$ cat config.mk
export PLATFORM = sky130hd
export DESIGN_NAME = loong_frame_loader
export DESIGN_NICKNAME = d
export VERILOG_FILES = /design/src/rtl/loong_pkg.sv /design/src/rtl/loong_rx_timeout.sv /design/src/rtl/loong_frame_loader.sv
export SDC_FILE = /design/constraint.sdc
export NUM_CORES = 1
export LEC_CHECK = 0
export ABC_AREA = 1
export BUFFER_PORTS_ARGS = -buffer_cell sky130_fd_sc_hd__buf_2
export CAP_MARGIN = 40
export CORE_MARGIN = 3
export CORE_UTILIZATION = 47
export CTS_BUF_LIST = sky130_fd_sc_hd__clkbuf_4
export CTS_CLUSTER_DIAMETER = 100
export DETAILED_ROUTE_END_ITERATION = 6
export PLACE_DENSITY = 0.67
export SLEW_MARGIN = 0
export SYNTH_ARGS = -nofsm -noshare
export SYNTH_HDL_FRONTEND = slang
export SYNTH_SLANG_ARGS = --single-unit
$ cat constraint.sdc
create_clock -name clk -period 2.03 [get_ports clk]
set_input_delay 0.3045 -clock clk [delete_from_list [all_inputs] [get_ports clk]]
set_output_delay 0.3045 -clock clk [all_outputs]
set_load 0.005 [all_outputs]
$ cat src/rtl/loong_pkg.sv
// Shared types and frame constants for the LOONG encryptor front end.
package loong_pkg;

    typedef logic [3:0]     nibble_t;
    typedef nibble_t [15:0] nibble_arr_t;

    typedef enum logic [1:0] {
        IDLE,
        PAYLOAD,
        TRAILER,
        LAUNCH
    } loader_state_t;

    localparam logic [7:0]  LOONG_HDR     = 8'hAA;
    localparam logic [7:0]  LOONG_TRL     = 8'hFF;
    localparam int unsigned LOONG_NIBBLES = 16;

endpackage

$ cat src/rtl/loong_rx_timeout.sv
// Inter-byte watchdog: pulses expired when TIMEOUT_CYCLES consecutive cycles pass without a kick.
module loong_rx_timeout #(
    parameter int unsigned TIMEOUT_CYCLES = 50000
) (
    input  logic clk,
    input  logic reset,
    input  logic enable,
    input  logic kick,
    output logic expired
);

    localparam int unsigned CW = (TIMEOUT_CYCLES > 0) ? $clog2(TIMEOUT_CYCLES + 1) : 1;
    localparam logic [CW-1:0] TERM = CW'((TIMEOUT_CYCLES > 0) ? (TIMEOUT_CYCLES - 1) : 0);

    logic [CW-1:0] cnt_q, cnt_d;

    // Combinational so a kick in the terminal cycle suppresses the pulse (the byte wins).
    assign expired = (TIMEOUT_CYCLES != 0) && enable && !kick && (cnt_q == TERM);

    always_comb begin
        cnt_d = cnt_q + 1'b1;
        if (!enable || kick || expired) begin
            cnt_d = '0;
        end
    end

    always_ff @(posedge clk or negedge reset) begin
        if (!reset) begin
            cnt_q <= '0;
        end else begin
            cnt_q <= cnt_d;
        end
    end

endmodule

$ cat src/rtl/loong_frame_loader.sv
// Parses AA / 16 payload / FF frames from the UART byte stream into double-buffered
// plaintext and round-key nibble arrays, then pulses do_loong to start the encryptor.
module loong_frame_loader
    import loong_pkg::*;
#(
    parameter logic [7:0]  HDR_BYTE       = LOONG_HDR,
    parameter logic [7:0]  TRL_BYTE       = LOONG_TRL,
    parameter int unsigned NIBBLES        = LOONG_NIBBLES,
    parameter int unsigned TIMEOUT_CYCLES = 50000
) (
    input  logic       clk,
    input  logic       reset,
    input  logic       rx_valid,
    input  logic [7:0] rx_byte,
    output logic [3:0] plaintext [NIBBLES-1:0],
    output logic [3:0] round_key [NIBBLES-1:0],
    output logic       do_loong,
    output logic       frame_err,
    output logic       busy,
    output logic [7:0] frame_cnt
);

    localparam int unsigned IW = (NIBBLES > 1) ? $clog2(NIBBLES) : 1;
    localparam logic [IW-1:0] LAST_IDX = IW'(NIBBLES - 1);

    loader_state_t state_q, state_d;
    logic [IW-1:0] idx_q, idx_d;
    nibble_t       shadow_pt_q  [NIBBLES-1:0];
    nibble_t       shadow_pt_d  [NIBBLES-1:0];
    nibble_t       shadow_key_q [NIBBLES-1:0];
    nibble_t       shadow_key_d [NIBBLES-1:0];
    nibble_t       plaintext_q  [NIBBLES-1:0];
    nibble_t       plaintext_d  [NIBBLES-1:0];
    nibble_t       round_key_q  [NIBBLES-1:0];
    nibble_t       round_key_d  [NIBBLES-1:0];
    logic          do_loong_q, do_loong_d;
    logic          frame_err_q, frame_err_d;
    logic          busy_q, busy_d;
    logic [7:0]    frame_cnt_q, frame_cnt_d;
    logic          in_frame;
    logic          expired;

    assign in_frame = (state_q == PAYLOAD) || (state_q == TRAILER);

    loong_rx_timeout #(
        .TIMEOUT_CYCLES(TIMEOUT_CYCLES)
    ) u_timeout (
        .clk    (clk),
        .reset  (reset),
        .enable (in_frame),
        .kick   (rx_valid),
        .expired(expired)
    );

    always_comb begin
        state_d      = state_q;
        idx_d        = idx_q;
        shadow_pt_d  = shadow_pt_q;
        shadow_key_d = shadow_key_q;
        plaintext_d  = plaintext_q;
        round_key_d  = round_key_q;
        frame_cnt_d  = frame_cnt_q;
        frame_err_d  = 1'b0;

        unique case (state_q)
            IDLE: begin
                if (rx_valid && (rx_byte == HDR_BYTE)) begin
                    state_d = PAYLOAD;
                    idx_d   = '0;
                end
            end
            PAYLOAD: begin
                if (rx_valid) begin
                    shadow_pt_d[idx_q]  = rx_byte[3:0];
                    shadow_key_d[idx_q] = rx_byte[7:4];
                    if (idx_q == LAST_IDX) begin
                        state_d = TRAILER;
                    end else begin
                        idx_d = idx_q + 1'b1;
                    end
                end else if (expired) begin
                    state_d     = IDLE;
                    frame_err_d = 1'b1;
                end
            end
            TRAILER: begin
                if (rx_valid) begin
                    if (rx_byte == TRL_BYTE) begin
                        state_d     = LAUNCH;
                        plaintext_d = shadow_pt_q;
                        round_key_d = shadow_key_q;
                        frame_cnt_d = frame_cnt_q + 8'd1;
                    end else begin
                        state_d     = IDLE;
                        frame_err_d = 1'b1;
                    end
                end else if (expired) begin
                    state_d     = IDLE;
                    frame_err_d = 1'b1;
                end
            end
            LAUNCH: begin
                state_d = IDLE;
            end
            default: begin
                state_d = IDLE;
            end
        endcase

        busy_d     = (state_d == PAYLOAD) || (state_d == TRAILER);
        do_loong_d = (state_d == LAUNCH);
    end

    always_ff @(posedge clk or negedge reset) begin
        if (!reset) begin
            state_q      <= IDLE;
            idx_q        <= '0;
            shadow_pt_q  <= '{default: '0};
            shadow_key_q <= '{default: '0};
            plaintext_q  <= '{default: '0};
            round_key_q  <= '{default: '0};
            frame_cnt_q  <= '0;
            do_loong_q   <= 1'b0;
            frame_err_q  <= 1'b0;
            busy_q       <= 1'b0;
        end else begin
            state_q      <= state_d;
            idx_q        <= idx_d;
            shadow_pt_q  <= shadow_pt_d;
            shadow_key_q <= shadow_key_d;
            plaintext_q  <= plaintext_d;
            round_key_q  <= round_key_d;
            frame_cnt_q  <= frame_cnt_d;
            do_loong_q   <= do_loong_d;
            frame_err_q  <= frame_err_d;
            busy_q       <= busy_d;
        end
    end

    assign plaintext = plaintext_q;
    assign round_key = round_key_q;
    assign do_loong  = do_loong_q;
    assign frame_err = frame_err_q;
    assign busy      = busy_q;
    assign frame_cnt = frame_cnt_q;

endmodule

# --- After elaboration in Yosys (flattened, before gate mapping) ---
# Cells that the tools add are included.
totals:
  input_bits: 11
  word_cells: 125
  output_inout_bits: 139
  register_bits: 289
classes:
  muxes: 21
  n_eq_ne: 13
  order_cmp: 2
  reduce_logical: 15
  n_addsub: 3
op_table:
  columns: ["op", "count"]
  rows:
  - ["$bwmux 64", 2]
  - ["$add 16x1->16 const B", 1]
  - ["$demux 4 s4", 1]
  - ["$eq 16x16->1 const B", 1]
  - ["$eq 8x8->1 const B", 2]
  - ["$mux 16", 1]
  - ["$mux 4", 4]
  - ["$mux 2", 6]
  - ["$add 8x1->8 const B", 1]
  - ["$eq 2x2->1 const B", 4]
  - ["$pmux 2 s4", 1]
  - ["$pmux 4 s2", 1]
  - ["$ne 2x2->1 const B", 3]
  - ["$lt 4x5->1 const B", 1]
  - ["$add 4x1->4 const B", 1]
  - ["$eq 2x1->1 const B", 2]
  - ["$eq 4x4->1 const B", 1]
  - ["$ge 4x1->1 const B", 1]
  - ["$logic_and 1x1->1", 4]
  - ["$logic_or 1x1->1", 4]
  - ["$mux 1", 4]
  - ["$reduce_and 4->1", 1]
  - ["$reduce_and 3->1", 1]
  - ["$logic_not 1->1", 2]
  - ["other kinds (4)", 4]

# --- Logic depth before layout (Yosys ltp) ---
depth:
  ltp_word: 9
  depth_mapped: 9
  mapped_depth_nobuf: 9

# --- Cells and area by module ---
# Synthesis repeated with hierarchy kept, for this count alone.
hier_totals:
  cells_unflattened: 1239
  area_unflattened_um2: 11429.7
modules_own_cells:
  columns: ["mod", "area_per_inst_um2", "instances", "seq_area_each_um2", "cells_each"]
  rows:
  - ["loong_frame_loader", 10532.6, 1, 6831.6, 1121]
  - ["loong_rx_timeout", 897.1, 1, 400.4, 118]

# --- Worst setup path after synthesis ---
# Ideal clock, no wire load.
synth_path:
  path_type: "register to register"
  from: "register state_q[1]"
  to: "register shadow_pt_q[2] (netlist bit)"
  arrival_time_ns: 1.481
  setup_ns: 0.132
  path_slack_ns: 0.417
  period_less_slack_ns: 1.613
  path_stages_with_launch: 9
  t_required_ns: 1.898
  path_buffers: 1
  cell_sequence: "dfrtp_1 -> inv_1 -> ha_1 -> nand2_4 -> nor2_8 -> nand2_2 -> buf_6 -> nand2_1 -> o21ai_2"
synth_between:
  elab_chain_cells: 2
synth_lines:
  columns: ["element", "line", "rtl"]
  rows:
  - ["from (decl)", "loong_frame_loader.sv:26", "loader_state_t state_q, state_d;"]
  - ["from (signal assigned)", "loong_frame_loader.sv:127", "state_q <= state_d;"]
  - ["$eq 2x1->1", "loong_frame_loader.sv:65", "unique case (state_q)"]
  - ["$reduce_and 2->1 (no line)", null, null]
  - ["to (signal assigned)", "loong_frame_loader.sv:129", "shadow_pt_q <= shadow_pt_d;"]
  - ["to (decl)", "loong_frame_loader.sv:28", "nibble_t shadow_pt_q [NIBBLES-1:0];"]
# Every way passes these cells.
# A chain may end at the register's enable or synchronous reset.

# --- Worst setup path after layout ---
layout_path:
  from: "register state_q[0]"
  to: "register round_key_q (netlist bit round_key[32])"
layout_between:
  elab_chain_cells: 2
layout_lines:
  columns: ["element", "line", "rtl"]
  rows:
  - ["$eq 2x2->1", "loong_frame_loader.sv:65", null]
  - ["$reduce_and 3->1 (no line)", null, null]
  - ["to (signal assigned)", "loong_frame_loader.sv:132", "round_key_q <= round_key_d;"]
  - ["to (decl)", "loong_frame_loader.sv:34", "nibble_t round_key_q [NIBBLES-1:0];"]
# Every way passes these cells.

==> flow_summary.html <==
<table>
<tr><th>Metric</th><th>Value</th></tr>
<tr><th colspan="2">Critical path</th></tr>
<tr><td>Data arrival time of the critical path</td><td>2.41 ns</td></tr>
<tr><td>Worst setup path class</td><td>flop to flop</td></tr>
<tr><td>FF-to-FF setup slack</td><td>0.20 ns</td></tr>
<tr><td>Worst-path maximum fanout</td><td>39</td></tr>
<tr><td>Worst reg2reg endpoint</td><td>round_key[32]$_DFFE_PN0P_</td></tr>
<tr><td>Setup crit start kind</td><td>flop</td></tr>
<tr><td>Required time worst endpoint</td><td>~2.6 ns</td></tr>
<tr><td>Reg2reg start</td><td>state_q[0]$_DFF_PN0_</td></tr>
<tr><td>Origin of the worst setup path</td><td>state_q[0]$_DFF_PN0_</td></tr>
<tr><td>Depth of the worst register-to-register path</td><td>8</td></tr>
<tr><td>Element type at the critical path end</td><td>flop</td></tr>
<tr><th colspan="2">Pwr</th></tr>
<tr><td>Net Sw Power</td><td>approximately 3.3 mW</td></tr>
<tr><td>Total power per unit cell area</td><td>about 900 nW/um^2</td></tr>
<tr><td>Leak pwr</td><td>7.854 nW</td></tr>
<tr><td>Clock network power share</td><td>between 30% and 40%</td></tr>
<tr><td>Switch share</td><td>a little over a quarter</td></tr>
<tr><td>Part of the total power dissipated in sequential elements</td><td>52.0%</td></tr>
<tr><td>Internal cell power</td><td>roughly 9.1 mW</td></tr>
<tr><td>Worst-case vdd ir drop</td><td>roughly 0.35 mV</td></tr>
<tr><td>Portion of total power attributed to combinational logic</td><td>9.3%</td></tr>
<tr><th colspan="2">Synth</th></tr>
<tr><td>Post-Syn Area</td><td>around 12000 sq um</td></tr>
<tr><td>Sequential fraction of the synthesis area</td><td>about three fifths</td></tr>
<tr><td>Fraction of the mapped netlist area in adder cells</td><td>under 10%</td></tr>
<tr><td>Proportion of register bits with asynchronous set or reset after synthesis</td><td>100.0%</td></tr>
<tr><td>Leading post-synthesis cells by instance count</td><td>sky130_fd_sc_hd__nand2_1, sky130_fd_sc_hd__dfrtp_1, sky130_fd_sc_hd__o21ai_1, sky130_fd_sc_hd__o21ai_2, sky130_fd_sc_hd__nor2_1</td></tr>
<tr><td>Post-Syn Area per Cell</td><td>9.534 sq um</td></tr>
<tr><td>Post-synthesis net count</td><td>1265</td></tr>
<tr><td>Synthesized-area fraction occupied by and/or/nand/nor cells</td><td>between 20% and 30%</td></tr>
<tr><td>Compound-cell area share of the yosys netlist</td><td>between 8 and 9%</td></tr>
<tr><td>Number of different library cells in the post-synthesis netlist</td><td>28</td></tr>
<tr><td>Flops &amp; latches, synth</td><td>between 200 and 300</td></tr>
<tr><td>Dominant cell type by area after synthesis</td><td>sky130_fd_sc_hd__dfrtp_1</td></tr>
<tr><td>Number of enable flip-flop cells after synthesis</td><td>0</td></tr>
<tr><td>Top-count cell post-synth</td><td>sky130_fd_sc_hd__nand2_1</td></tr>
<tr><td>Cell count after synthesis</td><td>about 1200</td></tr>
<tr><td>Synth warn</td><td>0</td></tr>
<tr><td>XOR/XNOR Fraction of Synth Area</td><td>less than 1%</td></tr>
<tr><td>Largest family of logic cells by synthesized area</td><td>simple AND/OR/NAND/NOR gates</td></tr>
<tr><td>Flip-flop cell with the highest count after synthesis</td><td>sky130_fd_sc_hd__dfrtp_1</td></tr>
<tr><td>Largest cells by area after synthesis</td><td>sky130_fd_sc_hd__dfrtp_1, sky130_fd_sc_hd__nand2_1, sky130_fd_sc_hd__o21ai_2</td></tr>
<tr><td>Share of the synthesized area in the top cell type</td><td>between 60% and 70%</td></tr>
<tr><td>Mux contribution to synthesized area</td><td>0%</td></tr>
<tr><th colspan="2">Place</th></tr>
<tr><td>RD Place Congestion</td><td>roughly 0.85</td></tr>
<tr><td>Detailed Place HPWL</td><td>~18000 um</td></tr>
<tr><td>Total of buffers placed on input and output ports</td><td>149</td></tr>
<tr><th colspan="2">GRT</th></tr>
<tr><td>Global-route wire length before repair</td><td>44820 um</td></tr>
<tr><td>Largest net degree at the start of global routing</td><td>65</td></tr>
<tr><td>Vias in the first global route</td><td>about 8800</td></tr>
<tr><td>Congestion Overflow GR</td><td>0</td></tr>
<tr><td>Antenna violations before repair</td><td>1</td></tr>
<tr><td>Total global routing track utilization</td><td>about a fifth</td></tr>
<tr><th colspan="2">Floorplan</th></tr>
<tr><td>Number of cell rows</td><td>between 50 and 60</td></tr>
<tr><td>I/O pin count</td><td>150</td></tr>
<tr><td>Die height</td><td>roughly 160 um</td></tr>
<tr><td>Die X</td><td>around 160 um</td></tr>
<tr><td>Core Footprint</td><td>24530 sq um</td></tr>
<tr><td>Area enclosed by the die boundary</td><td>27160 sq um</td></tr>
<tr><td>Effective utilization at floorplan</td><td>a little under 50%</td></tr>
<tr><th colspan="2">Job</th></tr>
<tr><td>Max-Cap Viols</td><td>0</td></tr>
<tr><th colspan="2">CTS</th></tr>
<tr><td>Skew-Pair Late Insertion Delay</td><td>0.69 ns</td></tr>
<tr><td>Clock Pin Slew Worst Setup and Hold Paths</td><td>approximately 0.070 ns</td></tr>
<tr><td>CTS root buffer</td><td>sky130_fd_sc_hd__clkbuf_4</td></tr>
<tr><td>CTS Sinks</td><td>between 200 and 300</td></tr>
<tr><td>CTS H-tree depth</td><td>3</td></tr>
<tr><td>Maximum clock insertion buffer count</td><td>3</td></tr>
<tr><td>Post-cts gate resize count</td><td>0</td></tr>
<tr><td>TritonCTS buffer count</td><td>between 70 and 80</td></tr>
<tr><td># Post-CTS Setup Buffers</td><td>0</td></tr>
<tr><td>Clock tree from TritonCTS</td><td>built</td></tr>
<tr><th colspan="2">Route</th></tr>
<tr><td>Post-detailed-routing wire length</td><td>~27000 um</td></tr>
<tr><td>Initial DRC count</td><td>658</td></tr>
<tr><td>Vias after detailed routing</td><td>between 8000 and 9000</td></tr>
<tr><td>Vias per cell</td><td>between 4 and 5</td></tr>
<tr><td>Post-route ant nets</td><td>0</td></tr>
<tr><td>DR DRC count</td><td>0</td></tr>
<tr><td>Post-DR wirelength/cell</td><td>approximately 15 um</td></tr>
<tr><td>Total iterations of the first detailed-routing run</td><td>5</td></tr>
<tr><th colspan="2">Min path</th></tr>
<tr><td>Worst Hold Depth</td><td>3</td></tr>
<tr><td>Worst hold start</td><td>rx_byte[0]</td></tr>
<tr><td>Worst Hold Class</td><td>input port to flop</td></tr>
<tr><td>Hold EP</td><td>shadow_pt_q[28]$_DFFE_PN0P_</td></tr>
<tr><th colspan="2">STA</th></tr>
<tr><td>Tcrit/Tclk final</td><td>around 90%</td></tr>
<tr><td>Final slew viol count</td><td>0</td></tr>
<tr><td>Worst Skew</td><td>0.04511 ns</td></tr>
<tr><td>Worst rel slew slack</td><td>roughly 65%</td></tr>
<tr><td>Final Hold Fails</td><td>0</td></tr>
<tr><td>Peak Freq</td><td>546.3 MHz</td></tr>
<tr><td>Transition time at the pin with the least slew margin</td><td>0.5203 ns</td></tr>
<tr><td>Final Hold Slack</td><td>0.07796 ns</td></tr>
<tr><td>Unrepaired setup endpoints after global routing</td><td>false</td></tr>
<tr><td>Final total negative setup slack</td><td>0 ns</td></tr>
<tr><td>Time the worst path needs with I/O delays and setup</td><td>1.830 ns</td></tr>
<tr><td>Number of setup violations in the final report</td><td>0</td></tr>
<tr><th colspan="2">Layout</th></tr>
<tr><td>Final-stage net count</td><td>roughly 1500</td></tr>
<tr><td>Count of filler cells inserted in the layout</td><td>2243</td></tr>
<tr><td>Layout overhead on the synthesized area</td><td>16.78%</td></tr>
<tr><td>Fraction of layout instances using a drive strength above 1</td><td>around 26%</td></tr>
<tr><th colspan="2">Status</th></tr>
<tr><td>Outcome</td><td>finished, final reports clean</td></tr>
</table>
==> critical path, stage by stage, from the launching register on <==
cell and delay, ns:
sky130_fd_sc_hd__dfrtp_1 0.41, sky130_fd_sc_hd__inv_1 0.15, sky130_fd_sc_hd__ha_1 0.26, sky130_fd_sc_hd__nand2_1 0.08, sky130_fd_sc_hd__nand3b_4 0.19, sky130_fd_sc_hd__inv_4 0.26, sky130_fd_sc_hd__buf_12 0.26, sky130_fd_sc_hd__nand2_1 0.08
sky130_fd_sc_hd__nand2_1 0.06
==> sequential cells by signal, summed over array words and instances (netlist names) <==
signal           cells
frame_cnt            8
shadow_pt_q         64
idx_q                4
round_key           64
shadow_key_q        64
plaintext           64
do_loong             1
busy                 1
state_q              2
frame_err            1
u_timeout.cnt_q     16
==> stage by stage <==
stage          std cells  cell area (sq um)  power [mW]  utilization, %  worst slack, ns
2_1_floorplan       1243              11850       7.329               -           0.4173
3_3_place_gp        1687              12900       7.695           52.59           0.3120
3_5_place_dp        1687              12900       7.733           52.59           0.2349
4_1_cts             1812              13840       12.61           56.40           0.2238
5_1_grt             1813              13840       13.19           56.41          0.04872
6_report            1813              13840       12.43           56.41           0.1996
==> timing repair <==
item / 4_1_cts / 5_1_grt
hold endpoints to repair: 241 / 0
endpoints found under the setup margin: 0 / 0
hold buffers: 2 / 0
==> power groups by stage <==
stage,clock network (mW),registers (mW),logic [mW]
2_1_floorplan,0,6.47,0.861
3_3_place_gp,0,6.55,1.14
3_5_place_dp,0,6.56,1.17
4_1_cts,4.97,6.46,1.18
5_1_grt,5.33,6.51,1.36
6_report,4.81,6.46,1.16
==> worst max path at each step <==
stage	endpoint	cells past startpoint	slack, ns
final	round_key[32]$_DFFE_PN0P_	8	0.20
after global routing	round_key[1]$_DFFE_PN0P_	8	0.05
after CTS	round_key[34]$_DFFE_PN0P_	8	0.22
after detailed placement	plaintext[58]$_DFFE_PN0P_	8	0.23
after global placement	round_key[57]$_DFFE_PN0P_	8	0.31
after floorplan	shadow_pt_q[2]$_DFFE_PN0P_	8	0.42
==> kinds of logic (layout without fill, tap and decap cells) <==
family                   count (synthesis)  count (layout)
adder cells (fa/ha/maj)                 11              11
other                                    0               1
XOR/XNOR                                12              12
flip-flops                             289             289
AO/OA/AOI/OAI                          143             143
buffers and inverters                  101             346
AND/OR/NAND/NOR                        687             687
==> routing by layer <==
layer	routed length [um]	track usage (%)
met2	12690	32.63
met5	0	0
met1	12210	28.11
met3	1351	4.740
met4	668	7.930
==> area by class of cell <==
type | instances | area, sq um | share of cell area [%]
sequential | 289 | 7232 | 52.26
multi-input combinational | 853 | 4014 | 29.00
timing repair buffer | 177 | 1096 | 7.920
clock buffer | 111 | 833.3 | 6.021
tap | 324 | 405.4 | 2.929
inverter | 46 | 175.2 | 1.266
clock inverter | 12 | 81.33 | 0.5877
antenna | 1 | 2.502 | 0.01808
==> cell usage in the layout, fill, tap and decap left out, drive strengths merged <==
| master | count |
|---|---|
| clkinv | 6 |
| buf | 175 |
| a21oi | 4 |
| dfrtp | 289 |
| o21ai | 136 |
| nor2 | 54 |
| nor3 | 6 |
| o21bai | 2 |
| nand4 | 4 |
| diode | 1 |
| xnor2 | 2 |
| ha | 11 |
| clkinvlp | 2 |
| xor2 | 10 |
| nand3 | 16 |
| o21a | 1 |
| dlygate4sd3 | 2 |
| nand3b | 3 |
| inv | 50 |
| clkbuf | 111 |
| nand2 | 604 |
(Power assumes the default switching activity.)
